## src/rtl/lnrv_idu_ibuf_pkg.sv

```systemverilog
// Shared definitions for the IDU instruction buffer: packed entry layout and sizing helpers.
// Entry layout (LSB first): buserr, misalgn, pc[PC_W], ir[IR_W].
package lnrv_idu_ibuf_pkg;

  localparam int IBUF_BUSERR_BIT  = 0;
  localparam int IBUF_MISALGN_BIT = 1;
  localparam int IBUF_PC_LSB      = 2;

  function automatic int ibuf_ir_lsb(input int pc_w);
    return pc_w + IBUF_PC_LSB;
  endfunction

  function automatic int ibuf_entry_w(input int ir_w, input int pc_w);
    return ir_w + pc_w + 2;
  endfunction

endpackage

```

## src/rtl/lnrv_ibuf_fifo.sv

```systemverilog
// Generic synchronous FIFO with occupancy count and a flush that empties it in one edge.
// Flush wins over push/pop in the same cycle; storage is not reset.
module lnrv_ibuf_fifo #(
  parameter int DEPTH = 4,
  parameter int W     = 66,
  localparam int AW   = $clog2(DEPTH),
  localparam int CW   = $clog2(DEPTH + 1)
) (
  input  logic          clk,
  input  logic          reset,
  input  logic          flush,
  input  logic          push,
  input  logic [W-1:0]  wdata,
  input  logic          pop,
  output logic [W-1:0]  rdata,
  output logic [CW-1:0] cnt,
  output logic          full,
  output logic          empty
);

  logic [W-1:0]  mem [DEPTH];
  logic [AW-1:0] wr_ptr;
  logic [AW-1:0] rd_ptr;

  always_ff @(posedge clk) begin
    if (reset || flush) begin
      wr_ptr <= '0;
      rd_ptr <= '0;
      cnt    <= '0;
    end else begin
      if (push) wr_ptr <= wr_ptr + AW'(1);
      if (pop)  rd_ptr <= rd_ptr + AW'(1);
      cnt <= cnt + CW'(push) - CW'(pop);
    end
  end

  always_ff @(posedge clk) begin
    if (push && !flush) mem[wr_ptr] <= wdata;
  end

  assign rdata = mem[rd_ptr];
  assign full  = (cnt == CW'(DEPTH));
  assign empty = (cnt == '0);

endmodule

```

## src/rtl/lnrv_idu_ibuf.sv

```systemverilog
// Instruction buffer between IFU and decode: FIFO plus empty-bypass, fault fence and
// halt/flush acknowledge. Handshake: a transfer happens on a cycle where vld & rdy are both 1.
module lnrv_idu_ibuf
  import lnrv_idu_ibuf_pkg::*;
#(
  parameter int DEPTH  = 4,
  parameter int IR_W   = 32,
  parameter int PC_W   = 32,
  parameter int BYPASS = 1,
  localparam int CW    = $clog2(DEPTH + 1)
) (
  input  logic            clk,
  input  logic            reset,
  input  logic            ifu_ir_vld,
  output logic            ifu_ir_rdy,
  input  logic [IR_W-1:0] ifu_ir,
  input  logic [PC_W-1:0] ifu_pc,
  input  logic            ifu_misalgn,
  input  logic            ifu_buserr,
  input  logic            pipe_halt_req,
  output logic            pipe_halt_ack,
  input  logic            pipe_flush_req,
  output logic            pipe_flush_ack,
  output logic            ibuf_ir_vld,
  input  logic            ibuf_ir_rdy,
  output logic [IR_W-1:0] ibuf_ir,
  output logic [PC_W-1:0] ibuf_pc,
  output logic            ibuf_misalgn,
  output logic            ibuf_buserr,
  output logic [CW-1:0]   ibuf_cnt
);

  localparam int EW     = ibuf_entry_w(IR_W, PC_W);
  localparam int IR_LSB = ibuf_ir_lsb(PC_W);

  logic [EW-1:0] wr_entry;
  logic [EW-1:0] rd_entry;
  logic [EW-1:0] head;
  logic          full;
  logic          empty;
  logic          push;
  logic          pop;
  logic          bypass_vld;
  logic          fifo_push;
  logic          fifo_pop;
  logic          fence_q;
  logic          halt_ack_q;
  logic          flush_ack_q;

  assign wr_entry = {ifu_ir, ifu_pc, ifu_misalgn, ifu_buserr};

  // When full, ibuf_ir_vld is known to be 1, so a decode accept frees a slot this cycle.
  assign ifu_ir_rdy = !(full && !ibuf_ir_rdy) && !pipe_halt_req && !fence_q && !pipe_flush_req;
  assign push       = ifu_ir_vld && ifu_ir_rdy;
  assign bypass_vld = (BYPASS != 0) && empty && push;
  assign ibuf_ir_vld = !pipe_flush_req && (!empty || bypass_vld);
  assign pop        = ibuf_ir_vld && ibuf_ir_rdy;

  // A bypassed entry taken by decode in the same cycle never enters storage.
  assign fifo_push = push && !(bypass_vld && ibuf_ir_rdy);
  assign fifo_pop  = pop && !empty;

  lnrv_ibuf_fifo #(
    .DEPTH (DEPTH),
    .W     (EW)
  ) u_fifo (
    .clk   (clk),
    .reset (reset),
    .flush (pipe_flush_req),
    .push  (fifo_push),
    .wdata (wr_entry),
    .pop   (fifo_pop),
    .rdata (rd_entry),
    .cnt   (ibuf_cnt),
    .full  (full),
    .empty (empty)
  );

  assign head         = empty ? wr_entry : rd_entry;
  assign ibuf_ir      = head[IR_LSB +: IR_W];
  assign ibuf_pc      = head[IBUF_PC_LSB +: PC_W];
  assign ibuf_misalgn = head[IBUF_MISALGN_BIT];
  assign ibuf_buserr  = head[IBUF_BUSERR_BIT];

  always_ff @(posedge clk) begin
    if (reset) begin
      fence_q     <= 1'b0;
      halt_ack_q  <= 1'b0;
      flush_ack_q <= 1'b0;
    end else begin
      flush_ack_q <= pipe_flush_req;
      halt_ack_q  <= pipe_halt_req && empty;
      if (pipe_flush_req)
        fence_q <= 1'b0;
      else if (push && (ifu_misalgn || ifu_buserr))
        fence_q <= 1'b1;
    end
  end

  assign pipe_halt_ack  = halt_ack_q;
  assign pipe_flush_ack = flush_ack_q;

endmodule
```

## config.mk

```make
export PLATFORM = sky130hd
export DESIGN_NAME = lnrv_idu_ibuf
export DESIGN_NICKNAME = d
export VERILOG_FILES = /design/src/rtl/lnrv_idu_ibuf_pkg.sv /design/src/rtl/lnrv_ibuf_fifo.sv /design/src/rtl/lnrv_idu_ibuf.sv
export SDC_FILE = /design/constraint.sdc
export NUM_CORES = 1
export LEC_CHECK = 0
export ABC_AREA = 0
export CORE_MARGIN = 2
export CORE_UTILIZATION = 55
export CTS_BUF_LIST = sky130_fd_sc_hd__clkbuf_4 sky130_fd_sc_hd__clkbuf_8 sky130_fd_sc_hd__clkbuf_16
export DETAILED_ROUTE_END_ITERATION = 7
export DONT_BUFFER_PORTS = 1
export PLACE_DENSITY_LB_ADDON = 0.3
export SETUP_SLACK_MARGIN = 0.5
export SYNTH_ARGS = -nofsm -noshare
export SYNTH_HDL_FRONTEND = slang
export SYNTH_HIERARCHICAL = 1
export SYNTH_SLANG_ARGS = --single-unit
```

## constraint.sdc

```tcl
create_clock -name clk -period 4.1 [get_ports clk]
set_input_delay 1.23 -clock clk [delete_from_list [all_inputs] [get_ports clk]]
set_output_delay 1.23 -clock clk [all_outputs]
set_load 0.01 [all_outputs]
```

==> results of run 1 <==
-- registers in the layout, indices dropped and copies added, names as in the netlist, named ones only --
name and flops:
fence_q 1, pipe_flush_ack 1, pipe_halt_ack 1, u_fifo/cnt 3, u_fifo/mem 264, u_fifo/rd_ptr 2
u_fifo/wr_ptr 2
-- cell usage after synthesis (3+ instances only) --
cell,n,share of area (%)
ha_1,6,0.68
inv_1,8,0.27
mux2_2,54,5.5
mux2_1,12,1.2
and2_1,4,0.23
mux4_2,66,14
buf_6,12,1.2
dfxtp_1,12,2.2
clkbuf_1,3,0.10
nor2_1,9,0.31
edfxtp_1,264,72
buf_4,3,0.21
buf_2,5,0.23
nor2b_1,3,0.17
-- final cells by class --
type	instances	area [um2]	area share (%)
inverters	8	30.03	0.2437
well taps	265	331.6	2.691
repair buffers	16	231.5	1.879
flip-flops and latches	276	8175	66.35
multi-input cells	175	2595	21.06
clock buffers	32	713.2	5.788
clock inverters	17	245.2	1.990
-- how the worst min path moves through the flow --
| stage | end | cells past startpoint | start | slack [ps] |
|---|---|---|---|---|
| 2_1_floorplan | flip-flop | 2 | u_fifo/rd_ptr[1] | 500 |
| 3_3_place_gp | flip-flop | 2 | u_fifo/rd_ptr[1] | 500 |
| 3_5_place_dp | flip-flop | 2 | u_fifo/rd_ptr[1] | 530 |
| 4_1_cts | flip-flop | 2 | u_fifo/rd_ptr[1] | 540 |
| 5_1_grt | flip-flop | 2 | u_fifo/rd_ptr[1] | 580 |
| 6_report | flip-flop | 2 | u_fifo/rd_ptr[1] | 540 |
-- report_power, final --
group	leakage [nW]	internal (mW)	switching [mW]
logic	0.875	0.0542	0.0679
registers	2.47	3.10	0.00426
clock network	0.471	1.62	0.980
total	3.82	4.77	1.05
-- logic make-up (layout without fill, tap and decap cells) --
| family | Yosys count | count (layout) | synth area share (%) |
|---|---|---|---|
| compound gates | 5 | 5 | 0.5017 |
| xor+xnor | 3 | 3 | 0.3763 |
| fa+ha+maj | 7 | 7 | 0.8667 |
| buf+inv | 31 | 73 | 2.041 |
| flops | 276 | 276 | 74.44 |
| mux | 133 | 133 | 20.41 |
| simple gates | 27 | 27 | 1.357 |
-- stage by stage --
stage	power, mW	instance area, um2	worst slack, ps	std cells	util [%]
2_1_floorplan	3.266	10980	550.6	482	-
3_3_place_gp	3.282	11340	627.8	739	58.10
3_5_place_dp	3.284	11340	586.0	739	58.10
4_1_cts	5.885	12320	505.9	789	63.08
5_1_grt	6.002	12320	502.1	789	63.10
6_report	5.825	12320	628.6	789	63.10
-- repair_timing --
item | in CTS | in global routing
hold buffers | 0 | 0
pin swaps | 0 | 0
endpoints found under the setup margin | 38 | 32
gates resized for setup | 0 | 1
hold endpoints to repair | 0 | 0
setup buffers | 1 | 0
-- tightest hold or removal path, cell delays in order (launching register included) --
cell and delay, ps:
dfxtp_1 320, nand3b_1 100, a21oi_1 70
-- per-layer routing --
layer	share of wire [%]	vias to the layer above	wire length (um)	global-route usage, %
li1	-	2048	-	-
met1	40	2481	7802	24.79
met2	51	151	9880	31.18
met3	6.4	28	1227	4.277
met4	1.9	0	376	5.098
met5	0	-	0	0
==> run_results.csv, run 1 <==
group,metric,value,unit
routing,antenna_left,0,
sta,setup_viol,0,
clock_network,cts.clk_slew.worst_paths,60,ps
global_route,grt_pass1_vias,5187,
routing,wl_per_cell,24.44,um
power,power.leakage,3.819,nW
worst_setup_path,cp_slowest_cell,"mux4_2",
worst_setup_path,required,2870,ps
sta,whs,537.0,ps
global_route,antenna_found_initial,0,
finish,nets,583,
clock_network,clk-insertion-delay-late,520,ps
placed_design,gp_congestion,0.7338,
clock_network,cts-htree-levels,1,
clock_network,cts_buffer_depth,3,
global_route,grt_usage,18.57,%
worst_setup_path,path_cells,"buf_12 -> mux4_2 -> mux2_1",
die,die_w,145.2,um
sta,worst-slew-pin-transition,692.2,ps
routing,routed_wl,19290,um
routing,vias_per_cell,5.967,
sta,fin_crit_sh,84.67,%
die,ioPinCount,145,
yosys,ys_warn_count,6,
global_route,grt_overflow,0,
die,num_rows,51,
worst_setup_path,r2r_start,"u_fifo/cnt[1]",
sta,fin_setup_tns,0,ps
yosys,postSynth.asyncResetShare,0,%
sta,finalCriticalPeriod,3471,ps
worst_setup_path,worst-r2r-setup-slack,1210,ps
worst_setup_path,path_depth,3,
sta,relSlewSlack,53.75,%
worst_setup_path,cp_data_arrival_time,2240,ps
yosys,synth_cell_types,32,
placed_design,port_buffers,0,
worst_setup_path,rr_worst_depth,7,
routing,drtIter0Drc,285,
finish,nFillCells,1320,
clock_network,cts_tree,"yes",
worst_setup_path,max_stage_delay,540,ps
sta,slew_violations,0,
sta,fin_skew,19.02,ps
yosys,synth_seq_cells,276,
global_route,grt_pass1_wl,30280,um
finish,final_common_cell,"edfxtp_1",
power,p_per_area,472.8,nW/um2
yosys,syn_avg_cell_area,22.76,um2
finish,diodes,0,
global_route,grt_max_degree,58,
worst_setup_path,crit_fanout,24,
routing,drcViolationCount,0,
die,start_util,56.19,%
sta,hold_violations,0,
yosys,synth_area,10970,um2
clock_network,cts_sinks,276,
clock_network,cts_made_buffers,27,
worst_setup_path,end_kind,"output port",
yosys,synth-edff-count,264,
yosys,ys.flop_type,"edfxtp_1",
sta,rsz0062_at_grt,"false",
worst_setup_path,worstReg2RegEnd,"u_fifo/mem[0][27]",
die,core_area,19530,um2
placed_design,dp_hpwl,12140,um
worst_setup_path,crit_end,"ibuf_ir[26]",
die,die_y,145.2,um
yosys,synth_nets,561,
power,peakVddDrop,0.0004510,V
status,outcome,"finished, final reports clean",
clock_network,root_buffer,"clkbuf_16",
worst_setup_path,crit_path_start_kind,"flip-flop",
finish,area_growth,12.30,%
yosys,syn-instance-count,482,
worst_hold_path,hp-class,"flip-flop to flip-flop",
routing,dr.pass1.iters,4,
worst_setup_path,cp_num_buf_inv,1,
worst_setup_path,critPathKind,"flip-flop to output port",
run,maxCapViolCount,0,
finish,layout-drive-gt1-share,37.60,%
sta,fmax,0.2881,GHz
yosys,seq_area_frac_synth,74.44,%
finish,mostFrequentLayoutCells,"edfxtp_1, mux4_2, mux2_2",
die,fp.dieArea,21090,um2
routing,vias,4708,
worst_setup_path,critPathTopFamily,"multiplexers",
(Power assumes the default switching activity.)
==> inputs of run 2 (changes only) <==
clock period = 3.4 ns   (was 4.1 ns; I/O delays follow)
==> run 2 against run 1 <==
Effect of this change: sequential share of layout area fell by 3.7 points; wire length rose by 10%; largest power group unchanged; sequential power rose by 21%.
==> run_results.csv, run 2 (synthesis results as in run 1) <==
group,metric,value,unit
sta,rsz0062_at_grt,"true",
sta,fin_skew,6.481,ps
sta,relSlewSlack,71.37,%
clock_network,cts_sinks,276,
clock_network,cts-htree-levels,1,
worst_setup_path,crit_path_start_kind,"flip-flop",
worst_setup_path,critPathTopFamily,"multiplexers",
routing,routed_wl,21290,um
placed_design,port_buffers,0,
clock_network,cts_buffer_depth,3,
worst_setup_path,critPathKind,"flip-flop to output port",
power,peakVddDrop,0.0004088,V
worst_hold_path,hp-class,"flip-flop to flip-flop",
worst_setup_path,crit_fanout,5,
placed_design,dp_hpwl,11190,um
worst_setup_path,cp_data_arrival_time,2090,ps
finish,multi_input_area,2809,um2
worst_setup_path,required,2380,ps
sta,fin_crit_sh,91.49,%
routing,drtIter0Drc,419,
routing,wl_per_cell,26.31,um
clock_network,cts.clk_slew.worst_paths,60,ps
sta,hold_violations,0,
power,power.leakage,4.316,nW
run,maxCapViolCount,0,
finish,mostFrequentLayoutCells,"edfxtp_1, mux4_2, mux2_4",
sta,worst-slew-pin-transition,429.5,ps
sta,finalCriticalPeriod,3111,ps
finish,nFillCells,1221,
die,core_area,19530,um2
routing,antenna_left,0,
clock_network,cts_hold_buf,0,
sta,setup_viol,0,
finish,largest_registers,"u_fifo/mem: 264 flops, u_fifo/cnt: 3 flops",
clock_network,cts_made_buffers,26,
status,outcome,"finished, final reports clean",
global_route,grt_usage,19.55,%
clock_network,cts_tree,"yes",
routing,vias_per_cell,6.056,
global_route,grt_overflow,0,
routing,vias,4899,
finish,area.sequential,8178,um2
finish,nets,603,
die,num_rows,51,
die,die_w,145.2,um
power,p_per_area,553.3,nW/um2
sta,slew_violations,0,
die,ioPinCount,145,
worst_setup_path,max_stage_delay,500,ps
finish,layout-drive-gt1-share,43.38,%
die,fp.dieArea,21090,um2
finish,largest_reg_flops,264,
finish,final_common_cell,"edfxtp_1",
global_route,grt_pass1_wl,31420,um
global_route,antenna_found_initial,0,
sta,setup_slack,289.5,ps
die,die_y,145.2,um
placed_design,dp_worst_setup_slack,446.6,ps
worst_setup_path,cpMostUsedCell,"buf_12",
placed_design,gp_congestion,0.7012,
routing,drcViolationCount,0,
clock_network,root_buffer,"clkbuf_16",
clock_network,clk-insertion-delay-late,520,ps
sta,fin_setup_tns,0,ps
worst_setup_path,end_kind,"output port",
worst_setup_path,cp_num_buf_inv,3,
global_route,grt_max_degree,36,
worst_setup_path,path_cells,"buf_12 -> buf_12 -> clkbuf_16 -> mux4_2 -> mux2_4",
sta,fmax,0.3215,GHz
global_route,grt_pass1_vias,5200,
worst_setup_path,cp_slowest_cell,"mux4_2",
finish,area_growth,19.03,%
die,start_util,56.19,%
finish,largest_register,"u_fifo/mem",
finish,diodes,0,
routing,dr.pass1.iters,4,
## run 2: cell types whose count changed in the layout (fill, tap and decap cells not counted), sizes merged
cell,before,now
inv,9,8
buf,16,34
clkinvlp,3,1
clkbuf,32,37
bufinv,6,8
clkinv,7,5
## run 2: final timing paths
| path | start | to | slack (ps) | cells after the start |
|---|---|---|---|---|
| worst max-delay path | flip-flop | ibuf_ir[20] | 290 | 5 |
| worst min-delay path | u_fifo/rd_ptr[0] | flip-flop | 560 | 2 |
| worst max register to register | u_fifo/cnt[2] | u_fifo/cnt[2] | 790 | 10 |
| worst min register to register | u_fifo/rd_ptr[0] | flip-flop | 560 | 2 |
## run 2: timing repair
action / 4_1_cts / 5_1_grt
endpoints found under the hold margin: 0 / 0
buffers inserted: 13 / 1
setup endpoints to repair: 67 / 69
resized for setup: 68 / 14
gates cloned: 7 / 3
## run 2: tightest hold or removal path, delay by kind of cell (launching register included)
| kind | cells | cell delay, ps |
|---|---|---|
| DFF | 1 | 340 |
| and+or+nand+nor | 1 | 90 |
| AOI/OAI and AO/OA | 1 | 80 |
## run 2: routing by layer
layer | vias up | routed length (um) | GRT usage (%)
li1 | 2091 | - | -
met1 | 2607 | 8722 | 26.38
met2 | 170 | 10690 | 32.04
met3 | 31 | 1422 | 4.686
met4 | 0 | 454 | 6.127
met5 | - | 0 | 0
## run 2: final cells by class
class                   instances  area share [%]
flip-flops and latches        276           62.62
multi-input cells             175           21.51
clock buffers                  34           5.624
repair buffers                 37           5.394
well taps                     265           2.539
clock inverters                14           2.089
inverters                       8          0.2299
## run 2: power breakdown
| group | leakage, nW | switching (mW) | total (mW) | internal [mW] |
|---|---|---|---|---|
| logic | 1.34 | 0.0940 | 0.194 | 0.0996 |
| registers | 2.47 | 0.00510 | 3.74 | 3.73 |
| clock network | 0.500 | 1.16 | 3.29 | 2.13 |
| total | 4.32 | 1.26 | 7.23 | 5.96 |
## run 2: metrics by stage
stage / utilization, % / total power [mW] / instance area [um2] / cells / hold slack, ps
floorplan: - / 3.940 / 11000 / 482 / 499.3
global placement: 58.37 / 3.959 / 11400 / 737 / 527.7
detailed placement: 58.37 / 3.961 / 11400 / 737 / 530.4
CTS: 66.18 / 7.266 / 12920 / 805 / 551.9
global route: 66.88 / 7.402 / 13060 / 809 / 555.7
finish: 66.88 / 7.226 / 13060 / 809 / 560.2
==> inputs of run 3 (changes only) <==
SLEW_MARGIN = 20   (was unset)
==> results of run 3 <==
The final DEF is identical to that of run 2; final timing and power are the same.
